==> src/rtl/smpl_capture.sv <==
// smpl_capture: circular capture buffer for channel_sample bytes.
// Pre-trigger samples fill the ring, a trigger starts the post-trigger
// count, and the finished buffer is played back oldest-first over a
// valid/ready port with one bubble cycle per beat.
module smpl_capture #(
  parameter int ADDR_W = 9,
  parameter int DEPTH  = 2**ADDR_W
) (
  input  logic              i_clk,
  input  logic              i_rst_n,
  input  logic              i_run,
  input  logic              i_wrt_smpl,
  input  logic [7:0]        i_smpl,
  input  logic              i_trig,
  input  logic [ADDR_W-1:0] i_trig_pos,
  output logic              o_armed,
  output logic              o_cap_done,
  input  logic              i_dump,
  output logic [7:0]        o_rd_data,
  output logic              o_rd_vld,
  input  logic              i_rd_rdy
);

  typedef enum logic [2:0] {
    S_IDLE,
    S_PRE,
    S_ARMED,
    S_POST,
    S_DONE,
    S_DUMP
  } state_t;

  localparam logic [ADDR_W:0] C_DEPTH = (ADDR_W+1)'(DEPTH);
  localparam logic [ADDR_W:0] C_ONE   = (ADDR_W+1)'(1);

  state_t            r_state;
  state_t            w_state_nxt;

  logic [ADDR_W-1:0] r_waddr;
  logic [ADDR_W-1:0] r_rd_addr;
  logic [ADDR_W:0]   r_pre_cnt;
  logic [ADDR_W:0]   r_post_cnt;
  logic [ADDR_W:0]   r_beat_cnt;
  logic              r_rd_vld;
  logic [7:0]        r_mem_q;
  logic [7:0]        r_mem [0:DEPTH-1];

  logic [ADDR_W:0]   w_tp;
  logic [ADDR_W:0]   w_pre_thr;
  logic [ADDR_W:0]   w_pre_nxt;
  logic [ADDR_W:0]   w_post_nxt;
  logic              w_clr;
  logic              w_wr_en;
  logic              w_dump_start;
  logic              w_rd_issue;
  logic              w_hs;

  // A post-trigger length of zero is treated as one sample.
  assign w_tp       = (i_trig_pos == '0) ? C_ONE : {1'b0, i_trig_pos};
  assign w_pre_thr  = C_DEPTH - w_tp;
  assign w_pre_nxt  = r_pre_cnt + C_ONE;
  assign w_post_nxt = r_post_cnt + C_ONE;

  assign o_armed    = (r_state == S_ARMED);
  assign o_cap_done = (r_state == S_DONE) || (r_state == S_DUMP);
  assign o_rd_vld   = r_rd_vld;
  // The RAM output register has no reset, so the port reads zero when not valid.
  assign o_rd_data  = r_rd_vld ? r_mem_q : 8'd0;

  // State register.
  always_ff @(posedge i_clk or negedge i_rst_n) begin
    if (!i_rst_n) begin
      r_state <= S_IDLE;
    end else begin
      r_state <= w_state_nxt;
    end
  end

  // Next-state and per-cycle control strobes; abort (run low) has priority over trig.
  always_comb begin
    w_state_nxt  = r_state;
    w_clr        = 1'b0;
    w_wr_en      = 1'b0;
    w_dump_start = 1'b0;
    w_rd_issue   = 1'b0;
    w_hs         = 1'b0;
    case (r_state)
      S_IDLE: begin
        if (i_run) begin
          w_clr       = 1'b1;
          w_state_nxt = S_PRE;
        end
      end
      S_PRE: begin
        if (!i_run) begin
          w_state_nxt = S_IDLE;
        end else if (i_wrt_smpl) begin
          w_wr_en = 1'b1;
          if (w_pre_nxt >= w_pre_thr) begin
            w_state_nxt = S_ARMED;
          end
        end
      end
      S_ARMED: begin
        if (!i_run) begin
          w_state_nxt = S_IDLE;
        end else begin
          w_wr_en = i_wrt_smpl;
          if (i_trig) begin
            w_state_nxt = S_POST;
          end
        end
      end
      S_POST: begin
        if (!i_run) begin
          w_state_nxt = S_IDLE;
        end else if (i_wrt_smpl) begin
          w_wr_en = 1'b1;
          if (w_post_nxt >= w_tp) begin
            w_state_nxt = S_DONE;
          end
        end
      end
      S_DONE: begin
        if (i_dump) begin
          w_dump_start = 1'b1;
          w_state_nxt  = S_DUMP;
        end
      end
      S_DUMP: begin
        if (!r_rd_vld) begin
          w_rd_issue = 1'b1;
        end else if (i_rd_rdy) begin
          w_hs = 1'b1;
          if (r_beat_cnt == C_DEPTH - C_ONE) begin
            w_state_nxt = S_IDLE;
          end
        end
      end
      default: begin
        w_state_nxt = S_IDLE;
      end
    endcase
  end

  // Write pointer, capture counters and readout bookkeeping.
  always_ff @(posedge i_clk or negedge i_rst_n) begin
    if (!i_rst_n) begin
      r_waddr    <= '0;
      r_rd_addr  <= '0;
      r_pre_cnt  <= '0;
      r_post_cnt <= '0;
      r_beat_cnt <= '0;
      r_rd_vld   <= 1'b0;
    end else begin
      if (w_clr) begin
        r_waddr    <= '0;
        r_pre_cnt  <= '0;
        r_post_cnt <= '0;
      end
      if (w_wr_en) begin
        r_waddr <= r_waddr + 1'b1;
        if (r_state == S_PRE) begin
          r_pre_cnt <= w_pre_nxt;
        end
        if (r_state == S_POST) begin
          r_post_cnt <= w_post_nxt;
        end
      end
      if (w_dump_start) begin
        r_rd_addr  <= r_waddr;
        r_beat_cnt <= '0;
        r_rd_vld   <= 1'b0;
      end
      if (w_rd_issue) begin
        r_rd_vld <= 1'b1;
      end
      if (w_hs) begin
        r_rd_vld   <= 1'b0;
        r_rd_addr  <= r_rd_addr + 1'b1;
        r_beat_cnt <= r_beat_cnt + C_ONE;
      end
    end
  end

  // Sample RAM: synchronous write, registered read.
  always_ff @(posedge i_clk) begin
    if (w_wr_en) begin
      r_mem[r_waddr] <= i_smpl;
    end
    if (w_rd_issue) begin
      r_mem_q <= r_mem[r_rd_addr];
    end
  end

endmodule

==> config.mk <==
export PLATFORM = sky130hd
export DESIGN_NAME = smpl_capture
export DESIGN_NICKNAME = d
export VERILOG_FILES = /design/src/rtl/smpl_capture.sv
export SDC_FILE = /design/constraint.sdc
export NUM_CORES = 2
export LEC_CHECK = 0
export CAP_MARGIN = 20
export CORE_UTILIZATION = 51
export CTS_BUF_LIST = sky130_fd_sc_hd__clkbuf_8
export DETAILED_ROUTE_END_ITERATION = 16
export DONT_BUFFER_PORTS = 1
export PLACE_DENSITY_LB_ADDON = 0.2
export SLEW_MARGIN = 0
export SYNTH_ARGS = -nofsm -noshare
export SYNTH_HDL_FRONTEND = slang
export SYNTH_SLANG_ARGS = --single-unit
export TNS_END_PERCENT = 10
==> constraint.sdc <==
create_clock -name i_clk -period 3.6 [get_ports i_clk]
set_input_delay 0.36 -clock i_clk [delete_from_list [all_inputs] [get_ports i_clk]]
set_output_delay 0.36 -clock i_clk [all_outputs]
set_load 0.005 [all_outputs]
**Yosys cells after proc, flatten, opt, wreduce, memory -nomap -nowiden**

Memory sizes are Yosys's and may differ from the RTL's. A register that Yosys moved wholly into a read port is not among the register bits.
Cells that the tools add are included.

- Bits of input ports: 24
- Output and inout bits: 11
- Bits in registers: 52
- Memories: 1
- Logic and storage cells: 86
- RAM bits: 4096

- Reduce and logical (&&, ||, !) cells: 8
- $lt $le $gt $ge: 2
- $add $sub $neg: 6
- Equality and inequality tests: 16
- Mux-type cells: 46

Memories:

| name | depth | width | read ports | clocked after memory_dff | wr ports | RTL line | source |
|---|---|---|---|---|---|---|---|
| r_mem | 512 | 8 | 1 | 1 | 1 | 46 | `logic [7:0] r_mem [0:DEPTH-1];` |

Operators by type and width:

| operator | number |
|---|---|
| 10-bit two-way mux | 8 |
| 9-bit two-way mux | 5 |
| 3-bit two-way mux | 13 |
| 10-bit by 1-bit adder with 10-bit output (second input constant) | 3 |
| 9-bit by 1-bit adder with 9-bit output (second input constant) | 2 |
| 3-bit case mux with 6 select lines | 1 |
| 1-bit two-way mux | 17 |
| 3-bit inequality test (second input constant) | 5 |
| 10-bit by 9-bit == test with 1-bit output (second input constant) | 1 |
| 10-bit greater-or-equal comparator | 1 |
| 10-bit by 9-bit greater-or-equal comparator with 1-bit output | 1 |
| 10-bit AND reduction | 1 |
| 10-bit by 9-bit subtractor with 10-bit output (first input constant) | 1 |
| 9-bit zero test | 1 |
| 8-bit two-way mux | 1 |
| 2-bit inequality test (second input constant) | 4 |
| 3-bit by 2-bit == test with 1-bit output (second input constant) | 2 |
| 3-bit == test (second input constant) | 2 |
| 2-bit nonzero test | 2 |
| 3-bit by 1-bit == test with 1-bit output (second input constant) | 1 |
| 3-bit zero test | 1 |
| 3-bit nonzero test | 1 |
| 2-bit by 1-bit inequality test with 1-bit output (second input constant) | 1 |
| 1-bit case mux with 2 select lines | 1 |
| 2 further kinds | 2 |

**Longest topological paths before layout**

- Depth after elaboration: 8
- Depth in mapped cells: 15
- Mapped depth without buffers: 13

**Least setup slack after synthesis**

Ideal clock, no wire load.

- Path kind: register -> register
- Start: reg r_rd_addr[1]
- End: reg r_mem_q[4] (read register of r_mem), data pin
- Data required time: 3.335 ns
- Stages on the path, launching flop included: 11
- Path buffers: 4
- Arrival time: 2.694 ns
- Slack: 0.641 ns
- Library setup time: 0.265 ns
- Clock period less this slack: 2.959 ns
- Cells stage by stage: dfrtp_1 buf_4 buf_4 buf_2 buf_1 mux4_2 mux4_2 a221oi_1 nor2_1 nor4_1 a21oi_1

RTL lines:

| what | RTL line | source |
|---|---|---|
| start: declaration | 40 | `logic [ADDR_W-1:0] r_rd_addr;` |
| start signal: assignment | 171 | `r_rd_addr <= r_waddr;` |
| start signal: assignment | 180 | `r_rd_addr <= r_rd_addr + 1'b1;` |
| end: declaration | 45 | `logic [7:0] r_mem_q;` |

==> reports/metrics.csv <==
metric,value,unit
cp.required,4.56,ns
nets,9332,
min_period_over_period,102.4,%
crit_type,register to register,
floorplan.die.height,567.2,microns
setup_total_negative_slack,-0.1148,ns
final-hold-violation-count,364,
drt_iter0_drc,12610,
asyncSetResetFlopFracSynth,1.251,%
grt_setup_unrepaired,true,
outcome,finished with violations,
leak_pwr,62.14,nW
numCtsBuffers,662,
preCtsSetupSlack,-0.6090,ns
final.min_clock_period,3.686,ns
clk_pin_slew,0.06,ns
synth.net_count,7859,
gpl.final_weighted_congestion,0.8987,
finalWorstSetupSlack,-0.08571,ns
design.core.area,317800,sq um
slew_headroom,-21.85,%
synth_top_area_share,75.65,%
first_global_vias,87790,
tritoncts,done,
synth_seq_area_share,76.45,%
die-area,321700,sq um
hold_slack,-0.6617,ns
drc,0,
violations,"hold timing, slew limit, setup timing",
cp_slowest_stage_delay,0.53,ns
maxClockFrequency,0.2713,GHz
avgRoutedWirePerCell,33.56,microns
number_of_unique_standard_cell_types_used_by_synthesis,72,
via_count,88520,
rows,207,
route.detailed.vias_per_inst,6.323,
cts.path.max_buffers,4,
cp-start-kind,register,
master_of_the_slowest_instance_on_the_critical_path,mux4_2,
clock-skew-final,0.07277,ns
clk-insertion-delay-late,1.25,ns
cell_area_synth,162900,sq um
buffer_ports.inserted,0,
grt_antenna_before_repair,28,
layout.cells.non_filler,14000,
synthesis.yosys.warnings,0,
ys_ff_latch,4156,
initial_utilization,51.26,%
floorplan.io_pins,35,
critical_path_buf_inv_count,5,
grt_first_pass_wirelength,655200,microns
synth-edff-count,4104,
htree_levels,6,
synth_area_leader_cell,edfxtp_1,
top_post_synthesis_cells_by_area,"edfxtp_1 (76%), mux4_2 (13%), mux2i_1 (2.5%)",
critical_path_arrival,4.65,ns
hold_class,input pin to register,
post-dp-hpwl,281300,microns
grt.overflow.total,0,
peak_vdd_ir,0.3654,mV
yosys_most_used_dff,edfxtp_1,
critical_path.top_delay_family,multiplexers,
final-setup-viol-count,3,
cap_viol_max_count,0,
postSynthCellCount,7807,
clock-root-buffer,clkbuf_8,
dp_cells,12630,
grt_use_total,28.76,%
die-width,567.2,microns
cellPowerDensity,579.5,nW/um^2
layout-drive-gt1-share,33.07,%
count_of_final_max_slew_check_failures,421,
synthToLayoutAreaGrowth,17.15,%
crit_fanout,6,
cp_cell_instances,"buf_6, buf_12, buf_12, mux4_2, mux4_2, mux2_4, a221oi_2, buf_4, nor3_4, a2111oi_4, buf_4, a21oi_1",
timing_worst_slew_pin_value,1.828,ns
cts.sinks,4156,
setup.worst_path.end_class,register,
routed_wl,469800,microns
syn_area_cell,20.87,sq um
grt_max_degree,513,
antenna_violating_nets_post_route,0,
dr.pass1.iters,8,
[placed cells by master (no fill, tap or decap), types with 44 or more instances in the layout]
| master | n |
|---|---|
| buf_12 | 117 |
| edfxtp_1 | 4104 |
| o21ai_0 | 95 |
| inv_1 | 232 |
| nand3_1 | 68 |
| clkbuf_8 | 677 |
| clkinv_1 | 167 |
| nor2_1 | 605 |
| mux2i_1 | 394 |
| clkinv_2 | 73 |
| o22ai_1 | 47 |
| buf_4 | 1064 |
| mux4_2 | 975 |
| a221oi_1 | 54 |
| dfrtp_1 | 44 |
| a21oi_1 | 129 |
| nand2_1 | 187 |
[path summary, 6_finish.rpt]
path | cells past startpoint | slack (ns) | end | from
worst max-delay path | 12 | -0.09 | r_mem_q[7] | r_rd_addr[0]
worst min register to register | 1 | 0.51 | r_beat_cnt[8] | r_beat_cnt[8]
worst max register to register | 12 | -0.09 | r_mem_q[7] | r_rd_addr[0]
min in group asynchronous | 4 | 0.35 | r_rd_addr[5] | i_rst_n
worst min-delay path | 0 | -0.66 | r_mem[242][6] | i_smpl[6]
max in group asynchronous | 4 | 2.96 | r_rd_addr[0] | i_rst_n
[cell usage after synthesis (51+ instances only)]
cell	count
mux2i_1	410
buf_4	57
dfrtp_1	52
a221oi_1	69
a21oi_1	142
nand2_1	208
nor2_1	616
buf_2	141
o21ai_0	104
mux4_2	975
edfxtp_1	4104
clkbuf_1	202
nand3_1	72
o22ai_1	51
[flip-flops by register name (all words and copies together) (netlist names)]
| name | count |
|---|---|
| r_beat_cnt | 10 |
| r_mem_q | 8 |
| r_waddr | 9 |
| r_mem | 4096 |
| r_post_cnt | 10 |
| r_rd_addr | 9 |
| r_state | 3 |
| r_pre_cnt | 10 |
| o_rd_vld | 1 |
[cell type report]
cell class                      instances  area (sq um)
Antenna cell                           15         37.54
Clock buffer                          677          9318
Clock inverter                        511          2693
Fill cell                           22580        127000
Inverter                               27         116.4
Multi-Input combinational cell       3147         36550
Sequential cell                      4156        124600
Tap cell                             4180          5230
Timing Repair Buffer                 1286         12330
[per-stage QoR]
stage / power [mW] / cell area, sq um / util (%)
final: 110.6 / 190800 / 60.05
after global routing: 113.8 / 190800 / 60.05
after CTS: 108.7 / 188500 / 59.30
after detailed placement: 71.27 / 175500 / 55.23
after global placement: 71.16 / 175500 / 55.23
after floorplan: 65.75 / 162900 / -
[worst reg2reg max path, delay by kind of cell (launching register included)]
kind	cells	cell delay, ns
AO/OA/AOI/OAI	3	0.71
buffers and inverters	5	0.80
flip-flops	1	0.50
multiplexers	3	1.33
AND/OR/NAND/NOR	1	0.08
[metal layers]
metal	GRT usage, %	up-vias	wire length [microns]
met5	0	-	120
li1	-	35540	-
met2	44.24	5398	218700
met4	10.89	18	18650
met1	40.09	46650	180300
met3	7.053	911	52000
[power by group]
part | total [mW] | switching (mW) | internal [mW]
clock network | 37.3 | 19.0 | 18.3
logic | 19.8 | 9.78 | 10.1
registers | 53.5 | 0.160 | 53.3
[cell families (layout without fill, tap and decap cells)]
family | count (synthesis) | count (layout) | synth area share (%)
AOI/OAI and AO/OA | 654 | 654 | 2.693
xor gates and xnor gates | 23 | 23 | 0.1237
adders and majority gates | 28 | 28 | 0.2151
buffers and inverters | 504 | 2501 | 1.704
DFF | 4156 | 4156 | 76.45
muxes | 1409 | 1409 | 16.16
other | 1 | 16 | 0.002302
and+or+nand+nor | 1032 | 1032 | 2.648
[timing repair]
action,CTS,global route
gates resized for setup,92,151
hold buffers,21,12
endpoints found under the setup margin,8,13
gates cloned,6,13
hold endpoints to repair,4197,1656
pin swaps,8,23
buffers inserted,6,96
(Power assumes the default switching activity.)
